<file path="src/rtl/dht11_responder.sv">
// Sensor end of the DHT11 single-wire link: qualifies the host start pulse, then plays back
// ack + 40-bit frame (data MSB first, checksum last) as open-drain low drive.
module dht11_responder #(
  parameter int T_START_MIN = 18000,
  parameter int T_RESP_DLY  = 30,
  parameter int T_ACK_LOW   = 80,
  parameter int T_ACK_HIGH  = 80,
  parameter int T_BIT_LOW   = 50,
  parameter int T_ZERO_HIGH = 26,
  parameter int T_ONE_HIGH  = 70,
  parameter int T_END_LOW   = 50,
  parameter int CNT_W       = 16
) (
  input  logic        clk,
  input  logic        rst,
  input  logic        dht_in,
  input  logic [31:0] frame_data,
  output logic        dht_drive_low,
  output logic        busy,
  output logic        start_seen,
  output logic        frame_done
);

  typedef enum logic [2:0] {
    IDLE, MEAS_LOW, RESP_DLY, ACK_LOW, ACK_HIGH, BIT_LOW, BIT_HIGH, END_LOW
  } state_t;

  localparam logic [CNT_W-1:0] L_START = CNT_W'(T_START_MIN);
  localparam logic [CNT_W-1:0] L_RESP  = CNT_W'(T_RESP_DLY);
  localparam logic [CNT_W-1:0] L_ACKL  = CNT_W'(T_ACK_LOW);
  localparam logic [CNT_W-1:0] L_ACKH  = CNT_W'(T_ACK_HIGH);
  localparam logic [CNT_W-1:0] L_BITL  = CNT_W'(T_BIT_LOW);
  localparam logic [CNT_W-1:0] L_ZERO  = CNT_W'(T_ZERO_HIGH);
  localparam logic [CNT_W-1:0] L_ONE   = CNT_W'(T_ONE_HIGH);
  localparam logic [CNT_W-1:0] L_ENDL  = CNT_W'(T_END_LOW);

  state_t           state, nxt_state;
  logic [CNT_W-1:0] cnt, nxt_cnt, phase_len;
  logic [5:0]       bit_idx, nxt_bit;
  logic [39:0]      shift;
  logic [7:0]       csum;
  logic             sync1, line, armed;
  logic             accept, done, phase_last;

  assign csum = frame_data[31:24] + frame_data[23:16] + frame_data[15:8] + frame_data[7:0];

  always_ff @(posedge clk) begin
    if (rst) begin
      state      <= IDLE;
      cnt        <= '0;
      bit_idx    <= '0;
      shift      <= '0;
      sync1      <= 1'b0;
      line       <= 1'b0;
      armed      <= 1'b0;
      start_seen <= 1'b0;
      frame_done <= 1'b0;
    end else begin
      state      <= nxt_state;
      cnt        <= nxt_cnt;
      bit_idx    <= nxt_bit;
      sync1      <= dht_in;
      line       <= sync1;
      start_seen <= accept;
      frame_done <= done;
      if (accept) shift <= {frame_data, csum};
      // A line still low at frame end must go high before it can count as a new request
      if (done)      armed <= 1'b0;
      else if (line) armed <= 1'b1;
    end
  end

  always_comb begin
    phase_len = L_RESP;
    case (state)
      ACK_LOW:  phase_len = L_ACKL;
      ACK_HIGH: phase_len = L_ACKH;
      BIT_LOW:  phase_len = L_BITL;
      BIT_HIGH: phase_len = shift[bit_idx] ? L_ONE : L_ZERO;
      END_LOW:  phase_len = L_ENDL;
      default:  phase_len = L_RESP;
    endcase
  end

  assign phase_last = (cnt == phase_len - 1'b1);

  always_comb begin
    nxt_state = state;
    nxt_cnt   = cnt;
    nxt_bit   = bit_idx;
    accept    = 1'b0;
    done      = 1'b0;
    case (state)
      IDLE: begin
        nxt_cnt = '0;
        if (!line && armed) begin
          nxt_state = MEAS_LOW;
          nxt_cnt   = {{(CNT_W-1){1'b0}}, 1'b1};
        end
      end
      MEAS_LOW: begin
        if (!line) begin
          if (cnt != '1) nxt_cnt = cnt + 1'b1;
        end else begin
          nxt_cnt = '0;
          if (cnt >= L_START) begin
            nxt_state = RESP_DLY;
            accept    = 1'b1;
          end else begin
            nxt_state = IDLE;
          end
        end
      end
      default: begin
        nxt_cnt = phase_last ? '0 : cnt + 1'b1;
        if (phase_last) begin
          case (state)
            RESP_DLY: nxt_state = ACK_LOW;
            ACK_LOW:  nxt_state = ACK_HIGH;
            ACK_HIGH: begin
              nxt_state = BIT_LOW;
              nxt_bit   = 6'd39;
            end
            BIT_LOW:  nxt_state = BIT_HIGH;
            BIT_HIGH: begin
              if (bit_idx == 6'd0) nxt_state = END_LOW;
              else begin
                nxt_state = BIT_LOW;
                nxt_bit   = bit_idx - 6'd1;
              end
            end
            default: begin
              nxt_state = IDLE;
              done      = 1'b1;
            end
          endcase
        end
      end
    endcase
  end

  always_comb begin
    dht_drive_low = (state == ACK_LOW) || (state == BIT_LOW) || (state == END_LOW);
    busy          = (state != IDLE) && (state != MEAS_LOW);
  end

endmodule

</file>
<file path="config.mk">
export PLATFORM = sky130hd
export DESIGN_NAME = dht11_responder
export DESIGN_NICKNAME = d
export VERILOG_FILES = /design/src/rtl/dht11_responder.sv
export SDC_FILE = /design/constraint.sdc
export NUM_CORES = 1
export LEC_CHECK = 0
export CAP_MARGIN = 0
export CELL_PAD_IN_SITES_DETAIL_PLACEMENT = 0
export CELL_PAD_IN_SITES_GLOBAL_PLACEMENT = 1
export CORE_MARGIN = 2
export CORE_UTILIZATION = 47
export DETAILED_ROUTE_END_ITERATION = 12
export PLACE_DENSITY = 0.93
export SYNTH_ARGS = -nofsm -noshare
export SYNTH_HDL_FRONTEND = slang
export SYNTH_SLANG_ARGS = --single-unit
</file>
<file path="constraint.sdc">
create_clock -name clk -period 8.4 [get_ports clk]
set_input_delay 1.68 -clock clk [delete_from_list [all_inputs] [get_ports clk]]
set_output_delay 1.68 -clock clk [all_outputs]
set_load 0.02 [all_outputs]
</file>
Yosys cells after proc, flatten, opt, wreduce, memory -nomap -nowiden
Cells that the tools add are included.
Storage, ports and cells
  flip-flop bits (word level): 70
  input port bits: 35
  output and inout bits: 4
  word-level logic and storage cells: 73
Operators by class
  $add $sub $neg: 6
  order comparisons: 2
  equal/unequal tests: 14
  mux-type cells: 24
  bitwise gates (word level): 1
  reductions and logical operators: 17
Operators by type and width (count)
  16-bit 2-to-1 mux: 3
  16-bit one-hot mux with 2 select lines: 1
  8-bit adder: 3
  7-bit one-hot mux with 3 select lines: 1
  16-bit by 1-bit adder with 16-bit output (second input constant): 1
  16-bit equality test: 1
  16-bit by 15-bit greater-or-equal comparator with 1-bit output (second input constant): 1
  16-bit != test (second input constant): 1
  16-bit by 1-bit subtractor with 16-bit output (second input constant): 1
  3-bit one-hot mux with 5 select lines: 1
  3-bit equality test (second input constant): 4
  6-bit one-hot mux with 2 select lines: 1
  3-bit 2-to-1 mux: 3
  1-bit 2-to-1 mux: 8
  2-bit OR reduction: 4
  6-bit by 7-bit < comparator with 1-bit output (second input constant): 1
  7-bit 2-to-1 mux: 1
  1-bit binary-select mux with 6-bit select: 1
  3-bit by 2-bit equality test with 1-bit output (second input constant): 2
  6-bit zero test: 1
  6-bit 2-to-1 mux: 1
  2-bit != test (second input constant): 3
  3-bit one-hot mux with 2 select lines: 1
  3-bit nonzero test: 2
  14 further kinds: 17

Logic depth before layout (Yosys ltp)
  depth in word-level cells: 9
  mapped depth: 20
  depth with buffers taken out: 16

Least setup slack after synthesis
Ideal clock, no wire load.
  kind: input port to flip-flop
  from: input frame_data[1]
  to: register shift[7]
  setup time: 0.086 ns
  data arrival time: 4.044 ns
  path slack: 4.271 ns
  stages: 12
  buffers on the path: 0
  cells stage by stage: fa_1 fa_1 ha_1 inv_1 fa_1 nor2b_1 o21ai_0 nand2b_1 a21o_1 a21oi_1 xnor2_1 a211oi_1
Between the ends
  longest elaborated chain between the ends: 1
Ends and longest elaborated chain
  start: declaration: RTL line 17  | input logic [31:0] frame_data,
  8-bit adder: RTL line 45  | assign csum = frame_data[31:24] + frame_data[23:16] + frame_data[15:8] + frame_data[7:0];
  end signal: assignment: RTL line 66  | if (accept) shift <= {frame_data, csum};
  end: declaration: RTL line 40  | logic [39:0] shift;
Every way passes these cells.
A chain may end at the register's enable or synchronous reset.

Worst setup path in the final report
  from: register bit_idx[1]
  to: register cnt[12]
Between the ends
  longest elaborated chain between the ends: 8
Ends and longest elaborated chain
  start: declaration: RTL line 39  | logic [5:0] bit_idx, nxt_bit;
  start signal: assignment: RTL line 61  | bit_idx <= nxt_bit;
  1-bit binary-select mux with 6-bit select: RTL line 79  | BIT_HIGH: phase_len = shift[bit_idx] ? L_ONE : L_ZERO;
  1-bit 2-to-1 mux (implied by the code): RTL line 79
  7-bit 2-to-1 mux: RTL line 79
  7-bit one-hot mux with 3 select lines: RTL line 75  | case (state)
  16-bit by 1-bit subtractor with 16-bit output: RTL line 85  | assign phase_last = (cnt == phase_len - 1'b1);
  16-bit equality test: RTL line 85
  16-bit 2-to-1 mux: RTL line 115  | nxt_cnt = phase_last ? '0 : cnt + 1'b1;
  16-bit one-hot mux with 2 select lines: RTL line 93  | case (state)
  end signal: assignment: RTL line 60  | cnt <= nxt_cnt;
  end: declaration: RTL line 38  | logic [CNT_W-1:0] cnt, nxt_cnt, phase_len;
Every way passes these cells. The select of a mux whose other input is x is not followed.

==> key figures <==
Final layout
  • Area growth syn-to-layout: 14.1%
  • Post-route cell area: 0.00473 mm²
  • ANT cells: 0
  • Layout Cells excl Fill: 627
  • Final core occ: 54.7%
  • Share of layout cells above drive strength 1: approximately 7.1%
  • Most frequent cells in the layout: 98 x nand2_1, 70 x dfxtp_1, 51 x a21oi_1
  • Most common cell after layout, fill and taps aside: nand2_1
  • Nets: 576

Placement
  • IO buf count: 38
  • Inst Count DP: between 600 and 700
  • Post-DP HPWL: 6830 µm
  • Pre-CTS WS: 3.61 ns
  • GPL Wtd Cong: 0.804
  • DP Area: approximately 0.0045 mm²

Clock tree
  • H-tree levels: 3
  • CTS sink cnt: 70
  • Num CTS Buffers: 9
  • Postcts setup bufs: 0
  • CTS tree: built
  • Clock Latency Late Sink: 0.34 ns
  • Clock transition at path regs: approximately 0.080 ns
  • Root Driver: clkbuf_8
  • Post-CTS Hold Buffers: 0
  • # resized after CTS: 0
  • Max Buffers Root-to-Sink: 2

Synthesis
  • Synth Instances: 495
  • Ys flop type: dfxtp_1
  • Mean post-synth cell area: 8.37 µm²
  • Seq cells post-synth: 70
  • Post-Syn Nets: 556
  • Post-synth EDFFs: 0
  • Synth warn: 0
  • Async S/R FF share, synth: 0%
  • Register area share after synthesis: about a third
  • Mapped Area: 0.00414 mm²
  • Post-synth cell types: 63

Run status
  • Outcome: finished clean

Timing
  • Period utilization: a little under three fifths
  • RSZ-0062 raised after global routing: false
  • Fmax achieved: 212 MHz
  • Fin worst setup slack: 3.69 ns
  • Hold Slack: 0.444 ns
  • Crit path time final: 4.71 ns
  • Worst clock skew: 0.00867 ns
  • Fin. Hold Viols: 0
  • Max Slew Vio Count: 0
  • Transition time at the pin with the least slew margin: 0.985 ns
  • Total negative slack: 0 ns
  • Max-slew headroom: between 30 and 40%
  • Final setup viols: 0

Drt
  • DR vias/cell: roughly 5.7
  • Final wirelength: 9490 µm
  • Iter 0 DRT Violations: 234
  • Detail Route Antenna Nets: 0
  • Vias post-DR: 3,563
  • TritonRoute pass-1 iters: 6
  • Drt wl/cell: 15.1 µm
  • DRC Markers: 0

Power
  • P_leak: 1.59 nW
  • Pwr/cell area: 154 mW/mm²
  • Worst vdd ir: 0.0000996 V
  • Final total power: around 0.73 mW

Global route
  • Global-route wire length before repair: 15,700 µm
  • Grt ovf: 0
  • Largest net degree at the start of global routing: 71
  • Antenna violations before repair: 0
  • Vias in the first global route: 3,297
  • GRT Total Usage: 20.2%

Setup path
  • Crit Path Class: flop to flop
  • Crit path arrival time: 4.90 ns
  • Critical path data required time: 8.59 ns
  • Worst Setup End Kind: flop
  • Worst-path fanout max: 20
  • CP startpoint kind: flop
  • Critical Path Source: bit_idx[1]
  • Critical R2R Launch: bit_idx[1]

Floorplanning
  • Ports: 39
  • Total die area: 0.00958 mm²
  • Initial Utilization: roughly 48%
  • Core area: 0.00864 mm²
  • FP Rows: 34
  • Die Ht: 97.9 µm
  • Horiz. Die Dim: 97.9 µm

Min path
  • Hold/Removal Path Class: flop to flop
  • Min-Delay Startpoint: sync1

Run
  • Max Cap Viol: 0
## report_power, final
group	leakage, nW	switching [mW]	internal [mW]	total, mW
clock	0.0952	0.124	0.143	0.266
combinational	0.934	0.0625	0.0615	0.124
sequential	0.564	0.00393	0.334	0.338
total	1.59	0.190	0.538	0.728
## cell type report
| type | count | area [µm²] |
|---|---|---|
| Sequential cell | 70 | 1400 |
| Clock buffer | 11 | 141 |
| Clock inverter | 4 | 47.5 |
| Timing Repair Buffer | 42 | 405 |
| Tap cell | 108 | 135 |
| Fill cell | 783 | 3910 |
| Multi-Input combinational cell | 374 | 2530 |
| Inverter | 18 | 67.6 |
## logic make-up (layout without fill, tap and decap cells)
kind of cell | Yosys count | after routing | synth area share (%)
flops | 70 | 70 | 33.8
simple gates | 185 | 185 | 19.7
other cells | 1 | 1 | 0.0905
fa+ha+maj | 26 | 26 | 10.4
buf+inv | 51 | 75 | 5.22
mux | 17 | 17 | 6.10
xor+xnor | 25 | 25 | 5.29
compound gates | 120 | 120 | 19.4
## cell usage after synthesis, types with 4 or more instances
cell	instances	area [µm²]
a211oi_1	14	105
a21oi_1	51	255
a311oi_1	5	43.8
a31oi_1	6	37.5
and3_1	4	25.0
clkbuf_1	27	101
dfxtp_1	70	1400
fa_1	14	280
ha_1	12	150
inv_1	15	56.3
mux2_2	4	45.0
mux2i_1	5	50.1
mux4_2	6	135
nand2_1	98	368
nand3_1	16	80.1
nor2_1	32	120
nor2b_1	8	50.1
nor3_1	7	35.0
nor3b_1	4	30.0
o21ai_0	10	50.1
xnor2_1	17	149
xor2_1	8	70.1
## registers in the layout (all words and copies together), names as in the netlist
register and flops:
shift 40, cnt 16, bit_idx 6, state 3
armed 1, frame_done 1, line 1, start_seen 1
sync1 1
## worst max-delay path, cell delays in order, from the launching register on
cell and delay (ns):
dfxtp_1 0.97, mux4_2 0.60, or2_0 0.23, o2111ai_2 0.11, o211ai_2 0.15, nor2_1 0.10, o21ai_0 0.09, nand2_1 0.12
ha_1 0.21, xor2_1 0.32, nand2_1 0.10, o21ai_0 0.10, a2bb2oi_1 0.09, nor3b_1 0.16, a2111oi_4 0.32, buf_4 0.28
o21a_1 0.46, a2111oi_0 0.13
## path summary, 6_finish.rpt
kind	to	cells past startpoint	slack, ns
worst min-delay path	line	1	0.44
worst max register to register	cnt[12]	17	3.69
worst max-delay path	cnt[12]	17	3.69
worst min register to register	line	1	0.44
## per-layer routing
metal	vias up	global-route usage (%)	wire length (µm)	share of wire, %
li1	1767	-	-	-
met1	1700	29.0	4700	50
met2	83	30.8	4260	45
met3	13	3.08	376	4.0
met4	0	7.37	150	1.6
met5	-	0	0	0
Power figures use the tool's default switching activity.
